==> config.mk <==
export PLATFORM = sky130hd
export DESIGN_NAME = parking_gate_counter
export DESIGN_NICKNAME = d
export VERILOG_FILES = /design/src/rtl/parking_gate_counter.sv
export SDC_FILE = /design/constraint.sdc
export NUM_CORES = 1
export LEC_CHECK = 0
export BUFFER_PORTS_ARGS = -buffer_cell sky130_fd_sc_hd__buf_2
export CAP_MARGIN = 30
export CORE_UTILIZATION = 55
export CTS_CLUSTER_DIAMETER = 60
export CTS_CLUSTER_SIZE = 14
export DETAILED_ROUTE_END_ITERATION = 12
export PLACE_DENSITY = 0.79
export SLEW_MARGIN = 20
export SYNTH_ARGS = -nofsm -noshare
export SYNTH_HDL_FRONTEND = slang
export SYNTH_SLANG_ARGS = --single-unit
==> constraint.sdc <==
create_clock -name clk_in -period 4.6 [get_ports clk_in]
set_clock_uncertainty 0.2 [all_clocks]
set_input_delay 0.92 -clock clk_in [delete_from_list [all_inputs] [get_ports clk_in]]
set_output_delay 0.92 -clock clk_in [all_outputs]
set_load 0.02 [all_outputs]
==> src/rtl/parking_gate_counter.sv <==
// Parking lot occupancy counter: debounced entry/exit sensors with a saturating count.
// Optional macro FULL_BLINK_EN makes full_led blink at 1 Hz while the lot is full.
module parking_gate_counter #(
    parameter int CAPACITY       = 8,
    parameter int DEBOUNCE_TICKS = 5,
    parameter int CNT_W          = 4
) (
    input  logic             clk_in,
    input  logic             rst,
    input  logic             tick_in,
    input  logic             entry_sensor,
    input  logic             exit_sensor,
    output logic [CNT_W-1:0] count,
    output logic             full,
    output logic             empty,
    output logic             entry_evt,
    output logic             exit_evt,
    output logic             reject,
    output logic             full_led
);

    localparam int                DB_W    = $clog2(DEBOUNCE_TICKS + 1);
    localparam logic [DB_W-1:0]   DB_LAST = DB_W'(DEBOUNCE_TICKS - 1);
    localparam logic [CNT_W-1:0]  CAP_C   = CNT_W'(CAPACITY);

    // Bit 0 is the entry sensor, bit 1 the exit sensor.
    logic [1:0]      w_raw;
    logic [1:0]      w_rise;
    logic [1:0]      r_meta;
    logic [1:0]      r_sync;
    logic [1:0]      r_stable;
    logic [1:0]      r_stable_d;
    logic [DB_W-1:0] r_db_cnt [2];

    logic [CNT_W-1:0] r_count;
    logic             r_full;
    logic             r_empty;
    logic             r_entry_evt;
    logic             r_exit_evt;
    logic             r_reject;

    logic [CNT_W-1:0] w_count_next;
    logic             w_entry_evt_next;
    logic             w_exit_evt_next;
    logic             w_reject_next;
    logic             w_full_next;
    logic             w_empty_next;

    assign w_raw  = {exit_sensor, entry_sensor};
    assign w_rise = r_stable & ~r_stable_d;

    // Two-flop synchronisers plus the delayed stable bits for edge detection.
    always_ff @(posedge clk_in or posedge rst) begin
        if (rst) begin
            r_meta     <= 2'b00;
            r_sync     <= 2'b00;
            r_stable_d <= 2'b00;
        end else begin
            r_meta     <= w_raw;
            r_sync     <= r_meta;
            r_stable_d <= r_stable;
        end
    end

    // Tick-qualified debounce: stable follows sync after DEBOUNCE_TICKS disagreeing ticks.
    always_ff @(posedge clk_in or posedge rst) begin
        if (rst) begin
            r_stable <= 2'b00;
            for (int i = 0; i < 2; i++) begin
                r_db_cnt[i] <= '0;
            end
        end else if (tick_in) begin
            for (int i = 0; i < 2; i++) begin
                if (r_sync[i] == r_stable[i]) begin
                    r_db_cnt[i] <= '0;
                end else if (r_db_cnt[i] == DB_LAST) begin
                    r_stable[i] <= r_sync[i];
                    r_db_cnt[i] <= '0;
                end else begin
                    r_db_cnt[i] <= r_db_cnt[i] + DB_W'(1);
                end
            end
        end
    end

    // Resolve rising edges into the next count and event pulses.
    always_comb begin
        w_count_next     = r_count;
        w_entry_evt_next = 1'b0;
        w_exit_evt_next  = 1'b0;
        w_reject_next    = 1'b0;
        case (w_rise)
            2'b11: begin
                w_entry_evt_next = 1'b1;
                w_exit_evt_next  = 1'b1;
            end
            2'b01: begin
                if (r_count == CAP_C) begin
                    w_reject_next = 1'b1;
                end else begin
                    w_count_next     = r_count + CNT_W'(1);
                    w_entry_evt_next = 1'b1;
                end
            end
            2'b10: begin
                if (r_count == CNT_W'(0)) begin
                    w_count_next = r_count;
                end else begin
                    w_count_next    = r_count - CNT_W'(1);
                    w_exit_evt_next = 1'b1;
                end
            end
            default: begin
                w_count_next = r_count;
            end
        endcase
        w_full_next  = (w_count_next == CAP_C);
        w_empty_next = (w_count_next == CNT_W'(0));
    end

    // Occupancy, flags and pulses are all registered together.
    always_ff @(posedge clk_in or posedge rst) begin
        if (rst) begin
            r_count     <= '0;
            r_full      <= 1'b0;
            r_empty     <= 1'b1;
            r_entry_evt <= 1'b0;
            r_exit_evt  <= 1'b0;
            r_reject    <= 1'b0;
        end else begin
            r_count     <= w_count_next;
            r_full      <= w_full_next;
            r_empty     <= w_empty_next;
            r_entry_evt <= w_entry_evt_next;
            r_exit_evt  <= w_exit_evt_next;
            r_reject    <= w_reject_next;
        end
    end

    assign count     = r_count;
    assign full      = r_full;
    assign empty     = r_empty;
    assign entry_evt = r_entry_evt;
    assign exit_evt  = r_exit_evt;
    assign reject    = r_reject;

`ifdef FULL_BLINK_EN
    logic [5:0] r_blink_cnt;
    logic       r_full_led;

    // Blink timer restarts lit on entry to full and toggles every 50 ticks.
    always_ff @(posedge clk_in or posedge rst) begin
        if (rst) begin
            r_blink_cnt <= 6'd0;
            r_full_led  <= 1'b0;
        end else if (!w_full_next) begin
            r_blink_cnt <= 6'd0;
            r_full_led  <= 1'b0;
        end else if (!r_full) begin
            r_blink_cnt <= 6'd0;
            r_full_led  <= 1'b1;
        end else if (tick_in) begin
            if (r_blink_cnt == 6'd49) begin
                r_blink_cnt <= 6'd0;
                r_full_led  <= ~r_full_led;
            end else begin
                r_blink_cnt <= r_blink_cnt + 6'd1;
            end
        end
    end

    assign full_led = r_full_led;
`else
    assign full_led = r_full;
`endif

endmodule

# [Word-level counts from Yosys, hierarchy flattened]
# Index checks and enable logic that the tools add are counted.
[totals] latch_bits=0 out_inout_bits=10 mem_bits_ro=0 reg_bits=23 mem_bits_rw=0 input_bits=5 n_memories=0
[classes] eq_ne=9 order_cmp=0 mux=13 n_shift=0 bitwise_logic=4 mul=0 n_addsub=4 n_div=0 reduce_logical=4
[ops] operator="2-to-1 mux 3 bit" n=4
[ops] operator="equality test 4 bit, second input constant" n=2
[ops] operator="zero test 4 bit" n=2
[ops] operator="2-to-1 mux 4 bit" n=2
[ops] operator="case mux 4 bit (2 select lines)" n=1
[ops] operator="adder 3 x 1 -> 3 bit, second input constant" n=2
[ops] operator="equality test 3 bit, second input constant" n=2
[ops] operator="AND reduction 3 bit" n=2
[ops] operator="adder 4 x 1 -> 4 bit, second input constant" n=1
[ops] operator="equality test 2 bit, second input constant" n=2
[ops] operator="2-to-1 mux 1 bit" n=4
[ops] operator="case mux 1 bit (2 select lines)" n=2
[ops] operator="subtractor 4 x 1 -> 4 bit, second input constant" n=1
[ops] operator="bitwise AND 2 bit" n=1
[ops] operator="equality test 1 bit" n=2
[ops] operator="equality test 2 x 1 -> 1 bit, second input constant" n=1
[ops] operator="inverter 1 bit" n=2
[ops] operator="inverter 2 bit" n=1

# [Longest topological paths before layout]
# Gate-level depths: netlist (run 1).
[depth] ltp_word=5 depth_mapped=9 depth_no_buf=8

# [Worst setup path after synthesis (run 1)]
# No wires, ideal clock.
[synth_path] path_type="register to register" start="register r_stable[1]" end="register r_empty (netlist: empty)" period_less_slack_ns=1.957 setup_ns=0.061 arrival_ns=1.695 path_stages_with_launch=9 setup_slack_ns=2.643 path_buffers=1 cell_sequence="dfrtp_1 > nand2b_1 > inv_1 > ha_1 > buf_2 > o31ai_1 > o31ai_2 > nor3_2 > and2_1"
[synth_via] elab_chain_cells=4 elab_cells_between_ends=5 classes_between="eq/ne: 2; mux: 1; bitwise: 1; reduce/logical: 1"
[synth_rtl] item="start, declared" line_no="31" text="logic [1:0] r_stable;"
[synth_rtl] item="start signal, assigned by index" line_no="77" text="r_stable[i] <= r_sync[i];"
[synth_rtl] item="bitwise AND 2 bit (*)" line_no="50" text="assign w_rise = r_stable & ~r_stable_d;"
[synth_rtl] item="equality test 2 bit or equality test 2 x 1 -> 1 bit (tied branches)" line_no="92" text="case (w_rise)"
[synth_rtl] item="case mux 4 bit (2 select lines) (*)" line_no="92"
[synth_rtl] item="net w_count_next[2]" line_no="42" text="logic [CNT_W-1:0] w_count_next;"
[synth_rtl] item="zero test 4 bit (*)" line_no="118" text="w_empty_next = (w_count_next == CNT_W'(0));"
[synth_rtl] item="net w_empty_next" line_no="47" text="logic w_empty_next;"
[synth_rtl] item="end signal, assigned" line_no="133" text="r_empty <= w_empty_next;"
[synth_rtl] item="end, declared" line_no="37" text="logic r_empty;"
# Mark *: on every way through the listed nets, which the timed path passes. The rest lies on a longest branch.
# A chain may end at the register's enable or synchronous reset.

# [Worst setup path in the final report (run 1)]
[layout_path] start="register r_count[3] (netlist: count[3])" end="output count[3]"
[layout_rtl] item="start, declared" line_no="35" text="logic [CNT_W-1:0] r_count;"
[layout_rtl] item="start signal, assigned" line_no="131" text="r_count <= w_count_next;"
[layout_rtl] item="end, declared" line_no="13" text="output logic [CNT_W-1:0] count,"
# No word-level cell between the ends.

==> results.json, run 1 <==
{
  "setup_slack_ns": 2.31,
  "cts_setup_buffers": 0,
  "syn_area_per_cell_um2": 10.3,
  "crit_buf_inv": 1,
  "p_sw_share_pct": 41.9,
  "ir_drop_mv": 0.351,
  "hp-start": "r_meta[1]",
  "reg2reg_to": "full",
  "postSynthCellCount": 116,
  "power_frac_comb_pct": 47.7,
  "nFillCells": 155,
  "seqPwrFrac_pct": 40.9,
  "place_hpwl_um": 1560,
  "rrSetupSlack_ns": 2.47,
  "path_cells": "buf_2",
  "cp_top_family": "flip-flops",
  "synth.top_cells.by_area": "dfrtp_1, ha_1, o21ai_0",
  "crit_fanout": 14,
  "p_clk_share_pct": 11.4,
  "drt-total-wl_um": 2100,
  "drive_gt1_share_pct": 20.0,
  "fin_crit_sh_pct": 49.7,
  "synth-edff-count": 0,
  "hold_viol_final": 0,
  "hold_path_end": "r_sync[1]",
  "finish.net_count": 145,
  "synth-main-ff-cell": "dfrtp_1",
  "yosys.area.top_type": "dfrtp_1",
  "post_cts_resized": 0,
  "hold-path-cell-count": 0,
  "antenna_cells": 0,
  "synthTopCellsByCount": "dfrtp_1, inv_1, ha_1, o21ai_0, nand3_1",
  "finalSetupViolCount": 0,
  "grt_pass1_vias": 825,
  "status": "completed",
  "cts_hold_buf": 0,
  "clk_latency_ns": 0.30,
  "relSlewSlack_pct": 45.3,
  "startpoint_type": "flip-flop",
  "grt_max_degree": 24,
  "start_util_pct": 59.7,
  "netlist.area_leader.share_pct": 46.1,
  "yosysMostFrequentCell": "dfrtp_1",
  "max_freq_ghz": 0.437,
  "worstPathArrival_ns": 1.17,
  "clkSinkCount": 23,
  "rows": 16,
  "drtAntennaViolNets": 0,
  "clkTransAtPathRegs_ns": 0.11,
  "firstDrtPassIters": 4,
  "cap_viol_max_count": 0,
  "crit_required_ns": 3.48,
  "worstMarginPinSlew_ns": 0.819,
  "pre_cts_ws_ns": 2.48,
  "intPower_mw": 0.445,
  "rr_startpoint": "r_stable[1]",
  "vias": 865,
  "via_per_inst": 5.51,
  "ys_seq_area_share_pct": 48.3,
  "switching_power_mw": 0.321,
  "crit_type": "flip-flop to output pin",
  "grt-ovfl-total": 0,
  "ff_latch_area_um2": 577,
  "wl_per_cell_um": 13.4,
  "grt_first_pass_wirelength_um": 3640,
  "die_y_um": 48.6,
  "cts_inserted_buffers": 3,
  "layout_min_cycle_time_ns": 2.29,
  "end_kind": "output pin",
  "synthToLayoutAreaGrowth_pct": 9.11,
  "yosysWarnings": 0,
  "async_flop_share_pct": 100,
  "drc": 0,
  "rsz0062_at_grt": "no",
  "p_total_mw": 0.765,
  "root_buffer": "clkbuf_4",
  "slowest_stage": "dfrtp_1",
  "critPathMaxStageDelay_ns": 0.62,
  "cts_tree": "done",
  "port_buffers": 14,
  "syn_nets": 130,
  "multiInputGateArea_um2": 552,
  "power_density_nw_per_um2": 587,
  "finalMaxSlewViolations": 0,
  "design.core.area_um2": 2000,
  "antenna_found_initial": 0,
  "final.setup.tns_ns": 0,
  "reg2reg_depth": 8,
  "htreeDepth": 1,
  "yosysUniqueCellTypes": 37,
  "grt_usage_pct": 20.5,
  "cts_buffer_depth": 2,
  "die_area_um2": 2360,
  "leakagePower_nw": 0.665,
  "synth_seq_cells": 23,
  "hold_class": "flip-flop to flip-flop",
  "drt-initial-drc-count": 9,
  "synthesis.area_um2": 1190,
  "gp_congestion": 0.805,
  "die_w_um": 48.6,
  "io_pins": 15
}
==> per-layer routing <==
metal / GRT usage, % / up-vias / routed length [µm]
met2: 35.4 / 18 / 1040
met5: 0 / - / 0
li1: - / 423 / -
met3: 6.29 / 4 / 91
met4: 6.37 / 0 / 23
met1: 24.2 / 420 / 940
==> power by group through the flow <==
| stage | registers [mW] | clock network (mW) | logic [mW] |
|---|---|---|---|
| after CTS | 0.313 | 0.0921 | 0.366 |
| after detailed placement | 0.316 | 0 | 0.366 |
| after global placement | 0.311 | 0 | 0.348 |
| final | 0.313 | 0.0874 | 0.365 |
| after global routing | 0.322 | 0.101 | 0.415 |
| after floorplan | 0.319 | 0 | 0.279 |
==> layout by cell type (no fill, tap or decap) <==
cell / Yosys / routed
o21ai_0: 9 / 9
inv_1: 12 / 12
ha_1: 9 / 9
mux2i_1: 1 / 1
a21o_1: 1 / 1
o31ai_1: 2 / 2
nand4_1: 2 / 2
o31ai_2: 1 / 1
xor2_1: 2 / 2
o211ai_1: 1 / 1
buf_2: 2 / 14
nand2b_1: 2 / 2
a211oi_2: 1 / 1
clkbuf_1: 1 / 1
and2_1: 1 / 1
nor3_1: 2 / 2
nor3_2: 1 / 1
and2b_1: 1 / 1
nand2_1: 6 / 6
nand3_1: 7 / 7
and3_1: 3 / 3
and3b_1: 1 / 1
nor3b_1: 2 / 2
nor2_1: 6 / 6
o2111a_2: 1 / 1
a21oi_1: 2 / 2
mux2_2: 2 / 2
dfrtp_1: 22 / 22
a31oi_1: 1 / 1
nand2b_4: 1 / 1
dfstp_2: 1 / 1
nand4b_1: 1 / 1
o21a_1: 1 / 1
nor4b_1: 2 / 2
nor2b_1: 4 / 4
or2_2: 1 / 1
clkbuf_4: 0 / 3
==> worst max-delay path by stage <==
stage | start | cells past startpoint | slack [ns] | to
after CTS | count[3] | 1 | 2.30 | count[3]
final | count[3] | 1 | 2.31 | count[3]
after detailed placement | r_stable[1] | 8 | 2.48 | full
after global placement | r_stable[0] | 7 | 2.57 | empty
after floorplan | r_stable[1] | 8 | 2.64 | empty
after global routing | count[3] | 1 | 2.25 | count[3]
==> worst register-to-register path: cells and delay by family, from the launching register on <==
kind	cells	cell delay, ns
simple gates	4	0.44
fa+ha+maj	1	0.49
flops	1	0.42
buf+inv	1	0.07
compound gates	2	0.43
==> sequential cells by signal (all words and copies together), names as in the netlist <==
register    count
r_meta          2
r_stable_d      2
exit_evt        1
entry_evt       1
reject          1
empty           1
full            1
count           4
r_db_cnt        6
r_sync          2
r_stable        2
==> through the flow <==
| step | instances | hold WS, ns | area (µm²) | utilization, % |
|---|---|---|---|---|
| detailed placement | 153 | 0.136 | 1280 | 63.8 |
| global placement | 153 | 0.138 | 1280 | 63.8 |
| global route | 157 | 0.167 | 1300 | 65.1 |
| floorplan | 116 | 0.131 | 1190 | - |
| CTS | 157 | 0.162 | 1300 | 65.1 |
| finish | 157 | 0.160 | 1300 | 65.1 |
==> cell type report <==
cell class	count	share of cell area (%)
flip-flops and latches	23	44.2
clock buffers	4	2.02
repair buffers	14	5.37
inverters	12	3.45
well taps	27	2.59
multi-input cells	77	42.3
==> kinds of logic (layout without fill, tap and decap cells) <==
kind of cell	after synthesis	after routing	synth area share (%)
compound gates	20	20	11.4
xor+xnor	2	2	1.47
fa+ha+maj	9	9	9.42
buf+inv	16	30	5.55
flops	23	23	48.3
mux	3	3	2.72
simple gates	43	43	21.2
(Power assumes the default switching activity.)
==> run 2: changes to the inputs <==
- CORE_UTILIZATION: 55 -> 50
- PLACE_DENSITY: 0.79 -> 0.76
- clock period: 4.6 -> 2 ns (I/O delays scaled with it)
==> results.json, run 2 (synthesized netlist as in run 1, its figures left out) <==
{
  "io_pins": 15,
  "hp-start": "r_meta[0]",
  "worstPathArrival_ns": 2.04,
  "rsz0062_at_grt": "yes",
  "drc": 0,
  "end_kind": "flip-flop",
  "status": "completed",
  "crit_required_ns": 2.08,
  "fin_crit_sh_pct": 98.1,
  "antenna_found_initial": 0,
  "die_w_um": 50.9,
  "final_cells": 172,
  "layout_min_cycle_time_ns": 1.96,
  "cp_top_family": "simple AND/OR/NAND/NOR gates",
  "hold_class": "flip-flop to flip-flop",
  "port_buffers": 14,
  "wl_per_cell_um": 13.8,
  "p_total_mw": 2.15,
  "grt_usage_pct": 19.5,
  "clk_latency_ns": 0.32,
  "worstMarginPinSlew_ns": 0.395,
  "hold_path_end": "r_sync[0]",
  "gp_congestion": 0.823,
  "p_sw_share_pct": 41.6,
  "place_hpwl_um": 1490,
  "cts_inserted_buffers": 3,
  "switching_power_mw": 0.897,
  "finalSetupViolCount": 0,
  "hold_viol_final": 0,
  "largest_register": "r_db_cnt",
  "crit_path_frequent_cell": "o31ai_4",
  "seqPwrFrac_pct": 32.5,
  "reg2reg_depth": 8,
  "root_buffer": "clkbuf_4",
  "vias": 921,
  "drtAntennaViolNets": 0,
  "rr_startpoint": "r_stable_d[0]",
  "grt_first_pass_wirelength_um": 3580,
  "hold-path-cell-count": 0,
  "met2_length_um": 1210,
  "dp_cells": 160,
  "max_freq_ghz": 0.509,
  "drt-initial-drc-count": 31,
  "start_util_pct": 53.5,
  "firstDrtPassIters": 4,
  "critPathMaxStageDelay_ns": 0.39,
  "stdcell_area_um2": 1500,
  "clkTransAtPathRegs_ns": 0.13,
  "power_frac_comb_pct": 57.1,
  "die_y_um": 50.9,
  "crit_type": "flip-flop to flip-flop",
  "rows": 17,
  "drt-total-wl_um": 2380,
  "crit_buf_inv": 1,
  "met1Wirelength_um": 1010,
  "grt_pass1_vias": 848,
  "cts_buffer_depth": 2,
  "slowest_stage": "dfrtp_1",
  "intPower_mw": 1.26,
  "finalMaxSlewViolations": 0,
  "synthToLayoutAreaGrowth_pct": 25.3,
  "rrSetupSlack_ns": 0.04,
  "utilization_pct": 67.1,
  "die_area_um2": 2590,
  "path_cells": "nand2b_4 > buf_6 > ha_4 > nor2b_1 > o31ai_4 > o31ai_4 > nor3_2 > and2_1",
  "htreeDepth": 1,
  "via_per_inst": 5.35,
  "clkSinkCount": 23,
  "relSlewSlack_pct": 73.3,
  "cts_tree": "done",
  "layout_common_cells": "dfrtp_1, buf_2, inv_1",
  "reg2reg_to": "empty",
  "crit_fanout": 8,
  "antenna_cells": 0,
  "final.setup.tns_ns": 0,
  "finish.net_count": 159,
  "ir_drop_mv": 0.900,
  "drive_gt1_share_pct": 31.9,
  "route.top_layer_used": "met4",
  "largest_register_ffs": 6,
  "design.core.area_um2": 2230,
  "startpoint_type": "flip-flop",
  "grt_max_degree": 24,
  "cap_viol_max_count": 0,
  "power_density_nw_per_um2": 1440,
  "layout_commonest_cell": "dfrtp_1",
  "post_dp_cell_area_um2": 1320,
  "wl_met3_um": 94,
  "grt-ovfl-total": 0,
  "p_clk_share_pct": 10.4,
  "leakagePower_nw": 0.752
}
-- run 2: changes by cell type in the layout (fill, tap and decap cells not counted), moves of 2 or more --
cell,delta
buf_4,+9
buf_6,+2
dlygate4sd3_1,+3
ha_1,-2
ha_4,+2
nand2b_1,-2
nand2b_4,+2
o31ai_4,+2
-- run 2: repair_timing --
| item | in CTS | in global routing |
|---|---|---|
| hold endpoints to repair | 24 | 0 |
| pin swaps | 0 | 5 |
| gates resized for setup | 4 | 13 |
| buffers inserted | 1 | 4 |
| hold buffers | 3 | 0 |
| endpoints found under the setup margin | 2 | 2 |
-- run 2: per-layer routing --
metal	GRT usage (%)	vias up
met1	22.3	435
met3	2.68	5
met5	0	-
li1	-	453
met4	12.5	0
met2	34.0	28
-- run 2: worst reg2reg max path: cells and delay by family, from the launching register on --
kind	cells	cell delay [ns]
compound gates	2	0.39
fa+ha+maj	1	0.18
buf+inv	1	0.12
flops	1	0.39
simple gates	4	0.63
-- run 2: final cells by class --
cell class / instances / area (µm²)
clock inverter: 1 / 5.00
fill: 168 / 736
tap: 28 / 35.0
sequential: 23 / 577
clock buffer: 3 / 22.5
multi-input combinational: 77 / 623
timing repair buffer: 28 / 190
inverter: 12 / 45.0
-- run 2: power by group through the flow --
stage               sequential (mW)  combinational, mW  clock (mW)
finish                        0.700               1.23       0.224
floorplan                     0.734              0.641           0
CTS                           0.683               1.03       0.237
global placement              0.687              0.896           0
detailed placement            0.690              0.943           0
global route                  0.713               1.35       0.245
-- run 2: worst max path at each step --
stage / startpoint / cells after the start / slack (ns) / endpoint
2_1_floorplan: r_stable[1] / 8 / 0.04 / empty
3_3_place_gp: r_stable[1] / 8 / 0.0002 / empty
3_5_place_dp: r_stable_d[0] / 6 / -0.07 / empty
4_1_cts: r_stable_d[0] / 8 / 0.02 / empty
5_1_grt: count[0] / 7 / -0.06 / full
6_report: r_stable_d[0] / 8 / 0.04 / empty
-- run 2: per-stage QoR --
stage	worst slack, ns	hold WS, ns
6_report	0.0373	0.171
3_3_place_gp	0.000172	0.132
3_5_place_dp	-0.0708	0.144
2_1_floorplan	0.0434	0.131
4_1_cts	0.0152	0.175
5_1_grt	-0.0622	0.181
==> run 3: changes to the inputs <==
- CORE_ASPECT_RATIO: not set -> 2
- CORE_UTILIZATION: 50 -> 35
- PLACE_DENSITY: 0.76 -> 0.58
==> results.json, run 3 (synthesized netlist as in run 1, its figures left out) <==
{
  "finish.net_count": 155,
  "crit_type": "flip-flop to flip-flop",
  "root_buffer": "clkbuf_8",
  "pre_cts_ws_ns": -0.0497,
  "startpoint_type": "flip-flop",
  "post_dp_cell_area_um2": 1350,
  "ff_latch_area_um2": 577,
  "cts_inserted_buffers": 3,
  "vias": 898,
  "grt_max_degree": 24,
  "io_pins": 15,
  "die_area_um2": 3670,
  "largest_register": "r_db_cnt",
  "clkSinkCount": 23,
  "wl_per_cell_um": 13.2,
  "rrSetupSlack_ns": 0.12,
  "grt_usage_pct": 14.2,
  "finalSetupViolCount": 0,
  "antenna_cells": 0,
  "p_total_mw": 2.10,
  "multiInputGateArea_um2": 604,
  "crit_fanout": 7,
  "reg2reg_to": "full",
  "nFillCells": 311,
  "status": "completed",
  "rr_startpoint": "r_stable[0]",
  "hold_class": "input pin to flip-flop",
  "hold_path_end": "r_meta[1]",
  "drt-initial-drc-count": 26,
  "design.core.area_um2": 3190,
  "finalMaxSlewViolations": 0,
  "layout_commonest_cell": "dfrtp_1",
  "reg2reg_depth": 7,
  "hold-path-cell-count": 1,
  "rsz0062_at_grt": "no",
  "setup_slack_ns": 0.118,
  "grt_pass1_vias": 930,
  "hp-start": "exit_sensor",
  "die_y_um": 84.6,
  "layout_common_cells": "dfrtp_1, buf_2, inv_1",
  "start_util_pct": 37.4,
  "final.setup.tns_ns": 0,
  "drt-total-wl_um": 2250,
  "layout_min_cycle_time_ns": 1.88,
  "firstDrtPassIters": 4,
  "crit_required_ns": 2.00,
  "drc": 0,
  "port_buffers": 14,
  "clkTransAtPathRegs_ns": 0.08,
  "cts_buffer_depth": 2,
  "grt-ovfl-total": 0,
  "drtAntennaViolNets": 0,
  "relSlewSlack_pct": 72.0,
  "cap_viol_max_count": 0,
  "drive_gt1_share_pct": 31.4,
  "max_freq_ghz": 0.531,
  "leakagePower_nw": 0.725,
  "end_kind": "flip-flop",
  "rows": 29,
  "largest_register_ffs": 6,
  "die_w_um": 43.3,
  "via_per_inst": 5.25,
  "stdcell_area_um2": 1460,
  "clk_latency_ns": 0.26,
  "worstPathArrival_ns": 1.88,
  "antenna_found_initial": 0,
  "cts_tree": "done",
  "worstMarginPinSlew_ns": 0.420,
  "place_hpwl_um": 1690,
  "synthToLayoutAreaGrowth_pct": 22.0,
  "hold_viol_final": 0,
  "dp_cells": 166,
  "final_cells": 171,
  "gp_congestion": 0.743,
  "fin_crit_sh_pct": 94.1,
  "grt_first_pass_wirelength_um": 3970,
  "power_density_nw_per_um2": 1440,
  "htreeDepth": 1,
  "ir_drop_mv": 0.765
}
==> run 3: cell count changes in the layout (fill, tap and decap cells not counted), sizes merged <==
cell / before / now
dlygate4sd3: 3 / 1
clkbuf: 3 / 4
clkinv: 1 / 0
buf: 25 / 23
==> run 3: stage by stage <==
stage	hold slack (ns)	utilization, %
2_1_floorplan	0.131	-
5_1_grt	0.0351	45.7
3_5_place_dp	0.136	42.3
6_report	0.0419	45.7
4_1_cts	0.0343	44.9
3_3_place_gp	0.134	42.3
==> run 3: area by class of cell <==
class,count,area share [%]
multi-input cells,77,41.5
flip-flops and latches,23,39.6
repair buffers,24,10.1
clock buffers,4,3.09
inverters,12,3.09
well taps,31,2.66
==> run 3: per-layer routing <==
metal / GRT usage [%] / vias up / wire [µm]
met5: 0 / - / 0
met4: 6.61 / 0 / 46
met3: 2.15 / 4 / 59
met2: 25.1 / 15 / 1240
met1: 15.9 / 435 / 909
li1: - / 444 / -
==> run 3: worst max-delay path, cell delays in order (launching register included) <==
cell      delay, ns
dfrtp_1        0.42
nand2b_4       0.11
inv_2          0.06
ha_4           0.18
or2_2          0.28
o2111a_2       0.27
nor3_2         0.17
and2b_1        0.14
==> run 3: worst max path at each step <==
| stage | start | to | slack, ns | cells after the start |
|---|---|---|---|---|
| after floorplan | r_stable[1] | empty | 0.04 | 8 |
| after global placement | r_stable[1] | empty | -0.03 | 7 |
| after detailed placement | r_stable[1] | full | -0.05 | 7 |
| after CTS | r_stable_d[1] | full | 0.004 | 8 |
| after global routing | count[1] | full | 0.008 | 6 |
| final | r_stable[0] | full | 0.12 | 7 |
==> run 3: repair_timing <==
item | in CTS | in global routing
hold endpoints to repair | 22 | 0
hold buffers | 1 | 0
setup endpoints to repair | 2 | 2
pin swaps | 0 | 0
resized for setup | 6 | 5
buffers inserted | 0 | 0
==> run 3: power by group <==
group	switching, mW	internal (mW)	total (mW)
Clock	0.137	0.142	0.279
Sequential	0.0967	0.602	0.699
Combinational	0.583	0.537	1.12
Total	0.816	1.28	2.10
